**src/rtl/ecc_pkg.sv**
```systemverilog
// ============================================================================
// Module      : ecc_pkg
// Description : Shared width constant and state encoding for field arithmetic.
// Revision    : 1.0 - initial release
// ============================================================================
`default_nettype none

package ecc_pkg;

    localparam int ECC_N = 231;

    typedef enum logic [1:0] {
        IDLE = 2'd0,
        CALC = 2'd1,
        DONE = 2'd2
    } ecc_state_t;

endpackage

`default_nettype wire

```
**src/rtl/mod_reduce_step.sv**
```systemverilog
// ============================================================================
// Module      : mod_reduce_step
// Description : Combinational reduction of a value below 3p into [0, p).
// Revision    : 1.0 - initial release
// ============================================================================
`default_nettype none

module mod_reduce_step #(
    parameter int n = 231
) (
    input  logic [n+1:0] x,
    input  logic [n-1:0] p,
    output logic [n-1:0] y
);

    logic [n+1:0] w_p_ext;
    logic [n+1:0] w_s1;
    logic         w_ge2;

    assign w_p_ext = {2'b00, p};
    assign w_s1    = (x >= w_p_ext) ? (x - w_p_ext) : x;
    assign w_ge2   = (w_s1 >= w_p_ext);
    // Final value is below p < 2^n, so the low n bits of the difference suffice.
    assign y       = w_ge2 ? (w_s1[n-1:0] - p) : w_s1[n-1:0];

endmodule

`default_nettype wire

```
**src/rtl/modular_multiplier.sv**
```systemverilog
// ============================================================================
// Module      : modular_multiplier
// Description : Bit-serial MSB-first interleaved modular multiplier, R = A*B mod p.
// Revision    : 1.0 - initial release
// ============================================================================
`default_nettype none

module modular_multiplier
    import ecc_pkg::*;
#(
    parameter int n = ECC_N
) (
    input  logic         clk,
    input  logic         reset,
    input  logic         start,
    input  logic [n-1:0] p,
    input  logic [n-1:0] A,
    input  logic [n-1:0] B,
    output logic [n-1:0] R,
    output logic         busy,
    output logic         result_ready
);

    // Extra MSB flags the wrap past bit 0, giving one trailing cycle to publish R.
    localparam int c_CNT_W = $clog2(n) + 1;

    ecc_state_t           r_state;
    logic [n+1:0]         r_acc;
    logic [n-1:0]         r_p;
    logic [n-1:0]         r_a;
    logic [n-1:0]         r_b;
    logic [c_CNT_W-1:0]   r_cnt;

    logic [n+1:0]         w_dbl;
    logic [n+1:0]         w_sum;
    logic [n-1:0]         w_red;

    assign w_dbl = r_acc << 1;
    assign w_sum = w_dbl + (r_b[n-1] ? {2'b00, r_a} : {(n+2){1'b0}});

    mod_reduce_step #(
        .n (n)
    ) u_reduce (
        .x (w_sum),
        .p (r_p),
        .y (w_red)
    );

    always_ff @(posedge clk or negedge reset) begin
        if (!reset) begin
            r_state      <= IDLE;
            r_acc        <= '0;
            r_p          <= '0;
            r_a          <= '0;
            r_b          <= '0;
            r_cnt        <= '0;
            R            <= '0;
            busy         <= 1'b0;
            result_ready <= 1'b0;
        end else begin
            case (r_state)
                IDLE, DONE: begin
                    if (start) begin
                        r_p          <= p;
                        r_a          <= A;
                        r_b          <= B;
                        r_acc        <= '0;
                        r_cnt        <= c_CNT_W'(n - 1);
                        result_ready <= 1'b0;
                        busy         <= 1'b1;
                        r_state      <= CALC;
                    end
                end
                CALC: begin
                    if (r_cnt[c_CNT_W-1]) begin
                        R            <= r_acc[n-1:0];
                        result_ready <= 1'b1;
                        busy         <= 1'b0;
                        r_state      <= DONE;
                    end else begin
                        r_acc <= {2'b00, w_red};
                        r_b   <= r_b << 1;
                        r_cnt <= r_cnt - c_CNT_W'(1);
                    end
                end
                default: begin
                    r_state <= IDLE;
                end
            endcase
        end
    end

endmodule

`default_nettype wire

```
**config.mk**
```make
export PLATFORM = sky130hd
export DESIGN_NAME = modular_multiplier
export DESIGN_NICKNAME = d
export VERILOG_FILES = /design/src/rtl/ecc_pkg.sv /design/src/rtl/mod_reduce_step.sv /design/src/rtl/modular_multiplier.sv
export SDC_FILE = /design/constraint.sdc
export NUM_CORES = 2
export LEC_CHECK = 0
export CORE_ASPECT_RATIO = 2
export CORE_MARGIN = 2
export CORE_UTILIZATION = 25
export DETAILED_ROUTE_END_ITERATION = 10
export GPL_TIMING_DRIVEN = 0
export PLACE_DENSITY = 0.41
export SYNTH_ARGS = -nofsm -noshare
export SYNTH_HDL_FRONTEND = slang
export SYNTH_SLANG_ARGS = --single-unit
```
**constraint.sdc**
```tcl
create_clock -name clk -period 33.6 [get_ports clk]
set_input_delay 3.36 -clock clk [delete_from_list [all_inputs] [get_ports clk]]
set_output_delay 3.36 -clock clk [all_outputs]
set_load 0.05 [all_outputs]
```
### Yosys cells after proc, flatten, opt, wreduce, memory -nomap -nowiden

Index checks and enable logic that the tools add are counted.

| storage, ports and cells | value |
|---|---|
| flip-flop bits (word level) | 1169 |
| bits of input ports | 696 |
| output and inout port bits | 233 |
| word-level logic and storage cells | 51 |

| operators by class | value |
|---|---|
| $add $sub $neg | 4 |
| order comparisons | 2 |
| multiplexer cells | 21 |
| equality and inequality tests | 5 |
| reduce and logical (&&, ||, !) cells | 9 |

Operators by type and width:

| operator | count |
|---|---|
| 231-bit two-way mux | 4 |
| 233-bit by 231-bit greater-or-equal comparator with 1-bit output | 2 |
| 232-bit two-way mux | 2 |
| 232-bit case mux with 2 select lines | 1 |
| 231-bit case mux with 2 select lines | 1 |
| 233-bit by 231-bit adder with 233-bit output | 1 |
| 233-bit two-way mux | 1 |
| 233-bit by 231-bit subtractor with 233-bit output | 1 |
| 231-bit subtractor | 1 |
| 9-bit two-way mux | 2 |
| 9-bit case mux with 2 select lines | 1 |
| 9-bit by 1-bit subtractor with 9-bit output (second input constant) | 1 |
| 2-bit AND reduction | 4 |
| 2-bit inequality test (second input constant) | 3 |
| 3-bit AND reduction | 2 |
| 1-bit two-way mux | 4 |
| 2-bit two-way mux | 2 |
| 1-bit case mux with 2 select lines | 2 |
| 2-bit case mux with 2 select lines | 1 |
| 2-bit by 1-bit == test with 1-bit output (second input constant) | 1 |
| 2-bit == test (second input constant) | 1 |
| 2-bit logical NOT | 1 |
| 2-bit nonzero test | 1 |
| 2-bit OR reduction | 1 |

### Logic depth before layout (Yosys ltp)

| depth | value |
|---|---|
| depth in word-level cells | 8 |
| mapped depth | 62 |
| mapped depth without buffers | 56 |

### Hierarchy

Synthesis repeated with hierarchy kept, for this count alone.

| second synthesis, totals | value |
|---|---|
| cells, all modules | 14077 |
| area total of the unflattened synthesis | 101532.4 µm² |

By module, submodules not included:

| module | cells each | area an instance (µm²) | instances | seq. area each (µm²) |
|---|---|---|---|---|
| modular_multiplier | 7683 | 63498.4 | 1 | 29228.0 |
| mod_reduce_step | 6394 | 38034.0 | 1 | 0.0 |

### Least setup slack after synthesis

No wires, ideal clock.

| timing | value |
|---|---|
| path type | reg-to-reg |
| start point | reg r_b[230] |
| end point | reg r_acc[220] |
| library setup time | 0.131 ns |
| setup slack | 21.741 ns |
| arrival | 11.728 ns |
| cell stages (with the launch flop) | 60 |
| path buffers | 6 |
| clock period less this slack | 11.859 ns |
| required time | 33.469 ns |
| cell sequence | dfrtp_1 -> clkbuf_1 -> clkbuf_1 -> and2_1 -> ha_1 -> clkbuf_1 -> nand4_1 -> or4_4 -> a2111oi_4 -> nor3_4 -> a21oi_4 -> a21oi_2 -> nor2b_1 -> nor2_1 -> o21ba_2 -> o21a_1 -> o21ai_0 -> a21oi_1 -> [24 not listed] -> a211oi_1 -> nor3b_1 -> o21ai_0 -> a21boi_0 -> o31ai_1 -> nor3b_1 -> o31a_1 -> o21ai_0 -> a21o_1 -> a21o_1 -> a211o_1 -> a31oi_1 -> o21bai_1 -> a21oi_1 -> o21ai_0 -> xor2_1 -> mux2i_1 -> o21ai_1 |

| on the way | value |
|---|---|
| word-level cells in the longest chain between the ends | 8 |
| elaborated cells on any way between the ends | 10 |
| classes of those cells | add/sub: 3; order compare: 2; mux: 5 |

RTL lines:

| item | line | source |
|---|---|---|
| from (decl) | modular_multiplier.sv:31 | `logic [n-1:0] r_b;` |
| from (signal assigned) | modular_multiplier.sv:82 | `r_b <= r_b << 1;` |
| 231-bit two-way mux (*) | modular_multiplier.sv:39 | `assign w_sum = w_dbl + (r_b[n-1] ? {2'b00, r_a} : {(n+2){1'b0}});` |
| 233-bit by 231-bit adder with 233-bit output (*) | modular_multiplier.sv:39 |  |
| 233-bit by 231-bit subtractor with 233-bit output / 233-bit by 231-bit greater-or-equal comparator with 1-bit output (equally long branches) | mod_reduce_step.sv:21 | `assign w_s1 = (x >= w_p_ext) ? (x - w_p_ext) : x;` |
| 233-bit two-way mux (*) | mod_reduce_step.sv:21 |  |
| 231-bit subtractor / 233-bit by 231-bit greater-or-equal comparator with 1-bit output (equally long branches) | mod_reduce_step.sv:24, mod_reduce_step.sv:22 |  |
| 231-bit two-way mux (*) | mod_reduce_step.sv:24 | `assign y = w_ge2 ? (w_s1[n-1:0] - p) : w_s1[n-1:0];` |
| 232-bit two-way mux (*) | modular_multiplier.sv:75 | `if (r_cnt[c_CNT_W-1]) begin` |
| 232-bit case mux with 2 select lines (*) | modular_multiplier.sv:61 | `case (r_state)` |
| to (signal assigned) | modular_multiplier.sv:81 | `r_acc <= {2'b00, w_red};` |
| to (decl) | modular_multiplier.sv:28 | `logic [n+1:0] r_acc;` |

Mark *: on every way between the ends. The rest lies on a longest branch, timed or not. The select of a mux whose other input is x is not followed.
A chain may end at the register's enable or synchronous reset.

### Final worst setup path

| timing | value |
|---|---|
| start point | reg r_b[230] |
| end point | reg r_acc[131] |

The elaborated chain is that of the path after synthesis.

==> summary.md <==
| Metric | Value |
|---|---|
| Post-layout nets | `15,520` |
| Syn-to-layout area delta | `21.94%` |
| Slack of the worst reg-to-reg path | `~10,000 ps` |
| Initial DRC count | `~6,100` |
| Post-synthesis instance area | `0.09809 mm^2` |
| TritonCTS Sinks | `~1,200` |
| Total track usage | `between 20% and 30%` |
| DRC Markers | `0` |
| Top Ports | `between 900 and 1,000` |
| R2R depth | `58` |
| Pin count of the biggest net entering global routing | `157` |
| Worst-path maximum fanout | `10` |
| Hold Startpoint | `r_b[49]` |
| Critical path capture point type | `register` |
| CP most frequent cell | `nand2_1` |
| Die ar. | `between 0.3 and 0.4 mm^2` |
| First-pass GRT wire length | `approximately 830,000 um` |
| Routed wire per std cell | `roughly 31 um` |
| Hold-critical path depth | `2` |
| Layout cells sized above 1 | `under 10%` |
| Failing checks | `max-capacitance violations, max-slew violations` |
| RR Endpoint | `r_acc[131]` |
| Initial antenna violation count | `90` |
| Worst-Skew Late Latency | `between 900 and 1000 ps` |
| Hold Fails Final Rpt | `0` |
| Async SR Flop Fraction | `100.0%` |
| Worst Max-Slew Pin Slew | `1595 ps` |
| Final count of negative-setup-slack endpoints | `0` |
| YS warnings | `0` |
| RSZ-0062 raised after global routing | `no` |
| Synth Area per Inst | `roughly 7.5 um^2` |
| Hold Crit Class | `register to register` |
| Vias in the first global route | `108,200` |
| Antenna Nets Post-Route | `0` |
| Setup CP Type | `register to register` |
| Post-CTS setup buffers | `0` |
| Period utilization | `69.50%` |
| FF/Latch Area | `0.02923 mm^2` |
| Main flop type after synthesis | `dfrtp_1` |
| Clock skew | `119.3 ps` |
| Synthesized net count | `14,410` |
| Slowest Stage Delay on Critical Path | `just under 1000 ps` |
| Vias | `between 100k and 150k` |
| Core footprint | `approximately 0.39 mm^2` |
| Reg2reg start | `r_b[230]` |
| Fmax | `42.83 MHz` |
| Cts bufs inserted | `roughly 140` |
| Yosys cell types | `94` |
| Max Cap Viol | `6` |
| Post-DP HPWL | `about 520,000 um` |
| Part of the Yosys area used for sequential elements | `29.80%` |
| Arr. time, crit path | `roughly 24,000 ps` |
| Fillers | `about 43,000` |
| CTS clock-pin slew for the worst setup and hold paths | `~60 ps` |
| Drt total wl | `~600,000 um` |
| Final min period | `roughly 23,000 ps` |
| Final Max Slew Viols | `39` |
| Commonest non-fill, non-tap cell in the layout | `nand2_1` |
| Router iterations before antenna repair | `6` |
| Number of flops mapped to enable cells by yosys | `0` |
| Post-cts resize count | `0` |
| Critical path startpoint category | `register` |
| Die height | `about 900 um` |
| Status | `complete, but fails checks` |
| Rel. slew slack | `-7.433%` |
| Footprint of the multi-input gates | `between 0.06 and 0.07 mm^2` |
| Via/cell ratio | `between 5 and 6` |
| Max clock buf depth | `4` |
| Initial cell density of the core | `approximately a quarter` |
| Post-synthesis instance total | `~13,000` |
| H-Tree Depth | `4` |
| PortBufs | `just over 900` |
| CTS tree | `built` |
| Die span in x | `between 400 and 500 um` |
| CP Data Required Time | `about 34,000 ps` |
| Grt ovf | `0` |
| Setup_tns | `0 ps` |
| Synthesized flop and latch total | `approximately 1,200` |
| Cts hold-fix bufs | `0` |
| Most frequent cells in the layout | `nand2_1 (2,409), a21oi_1 (1,376), dfrtp_1 (1,168), nor2_1 (1,023), clkdlybuf4s50_1 (927)` |
| Routability cong. | `between 1 and 1.5` |
| Site Rows | `approximately 330` |
| Root Buffer | `clkbuf_16` |
| Hold Path End | `r_b[50]` |
| Worst path slowest cell | `a21oi_1` |
==> per-stage QoR <==
stage	setup slack (ps)	util (%)	area, um^2	std cells	hold WS (ps)
2_1_floorplan	21740	-	98090	13020	437.4
3_3_place_gp	-30490	29.12	113900	19180	452.3
3_5_place_dp	10740	29.33	114700	19210	454.5
4_1_cts	10630	30.51	119300	19450	463.1
5_1_grt	10350	30.57	119600	19480	486.0
6_report	10250	30.58	119600	19500	463.3
==> cell families (layout without fill, tap and decap cells) <==
group,Yosys count,after routing,synth area share [%]
multiplexers,430,430,4.697
other,0,46,0
AO/OA/AOI/OAI,3924,3924,23.57
XOR/XNOR,680,680,6.072
buffers and inverters,1268,2475,5.093
flip-flops,1168,1168,29.80
adder cells (fa/ha/maj),696,696,8.901
AND/OR/NAND/NOR,4852,4852,21.87
==> worst max-delay path: cells and delay by family (launching register included) <==
kind	cells	cell delay, ps
AOI/OAI and AO/OA	24	9740
and+or+nand+nor	18	7180
buffers and inverters	12	4440
adders and majority gates	3	1050
DFF	1	320
xor gates and xnor gates	1	200
==> registers in the layout (all words and copies together) (netlist names) <==
| register | flops |
|---|---|
| r_a | 231 |
| r_b | 231 |
| result_ready | 1 |
| r_p | 231 |
| r_state | 2 |
| r_cnt | 9 |
| busy | 1 |
| R | 231 |
| r_acc | 231 |
==> worst max path at each step <==
stage / startpoint / to / slack [ps] / cells past startpoint
2_1_floorplan: r_b[230] / r_acc[220] / 21740 / 59
3_3_place_gp: reset / r_a[193] / -30490 / 1
3_5_place_dp: r_b[230] / r_acc[132] / 10740 / 52
4_1_cts: r_b[230] / r_acc[132] / 10630 / 52
5_1_grt: r_b[230] / r_acc[132] / 10350 / 57
6_report: r_b[230] / r_acc[131] / 10250 / 58
==> routing by layer <==
metal  global-route usage (%)  share of wire, %  up-vias
li1                         -                 -    48040
met1                    25.23                30    49170
met2                    56.30                52     3437
met3                    5.736               5.0     1700
met4                    31.59                13       50
met5                        0             0.052        -
==> area by class of cell <==
| type | count | share of cell area (%) |
|---|---|---|
| plain buffers | 777 | 2.656 |
| clock buffers | 185 | 3.326 |
| clock inverters | 51 | 0.5377 |
| flip-flops and latches | 1168 | 24.43 |
| well taps | 5232 | 5.473 |
| inverters | 491 | 1.541 |
| diodes | 46 | 0.09623 |
| repair buffers | 971 | 8.404 |
| multi-input cells | 10580 | 53.53 |
==> cell usage after synthesis, types with 52 or more instances <==
library cell / count / area [um^2]
xor2_1: 263 / 2303
nand2b_1: 71 / 444.2
o21a_1: 104 / 780.8
o21ai_1: 269 / 1346
nor4_1: 66 / 412.9
a21oi_1: 1378 / 6897
a21o_1: 301 / 2260
o21ai_0: 909 / 4549
a31oi_1: 304 / 1902
nor2_1: 1026 / 3851
o31ai_1: 52 / 390.4
nand4_1: 355 / 2221
xnor2_1: 417 / 3652
dfrtp_1: 1168 / 29230
nor3_1: 149 / 745.7
mux2i_1: 188 / 1882
nor2b_1: 54 / 337.8
ha_1: 693 / 8671
o21bai_1: 237 / 1779
nand3_1: 262 / 1311
clkbuf_1: 696 / 2613
mux2_2: 242 / 2725
and2_1: 261 / 1633
inv_1: 491 / 1843
a21boi_0: 64 / 480.5
nand2_1: 2409 / 9042
Power is not shown: default switching activity piles up to over one toggle a cycle in this logic, so the estimate is an artifact.
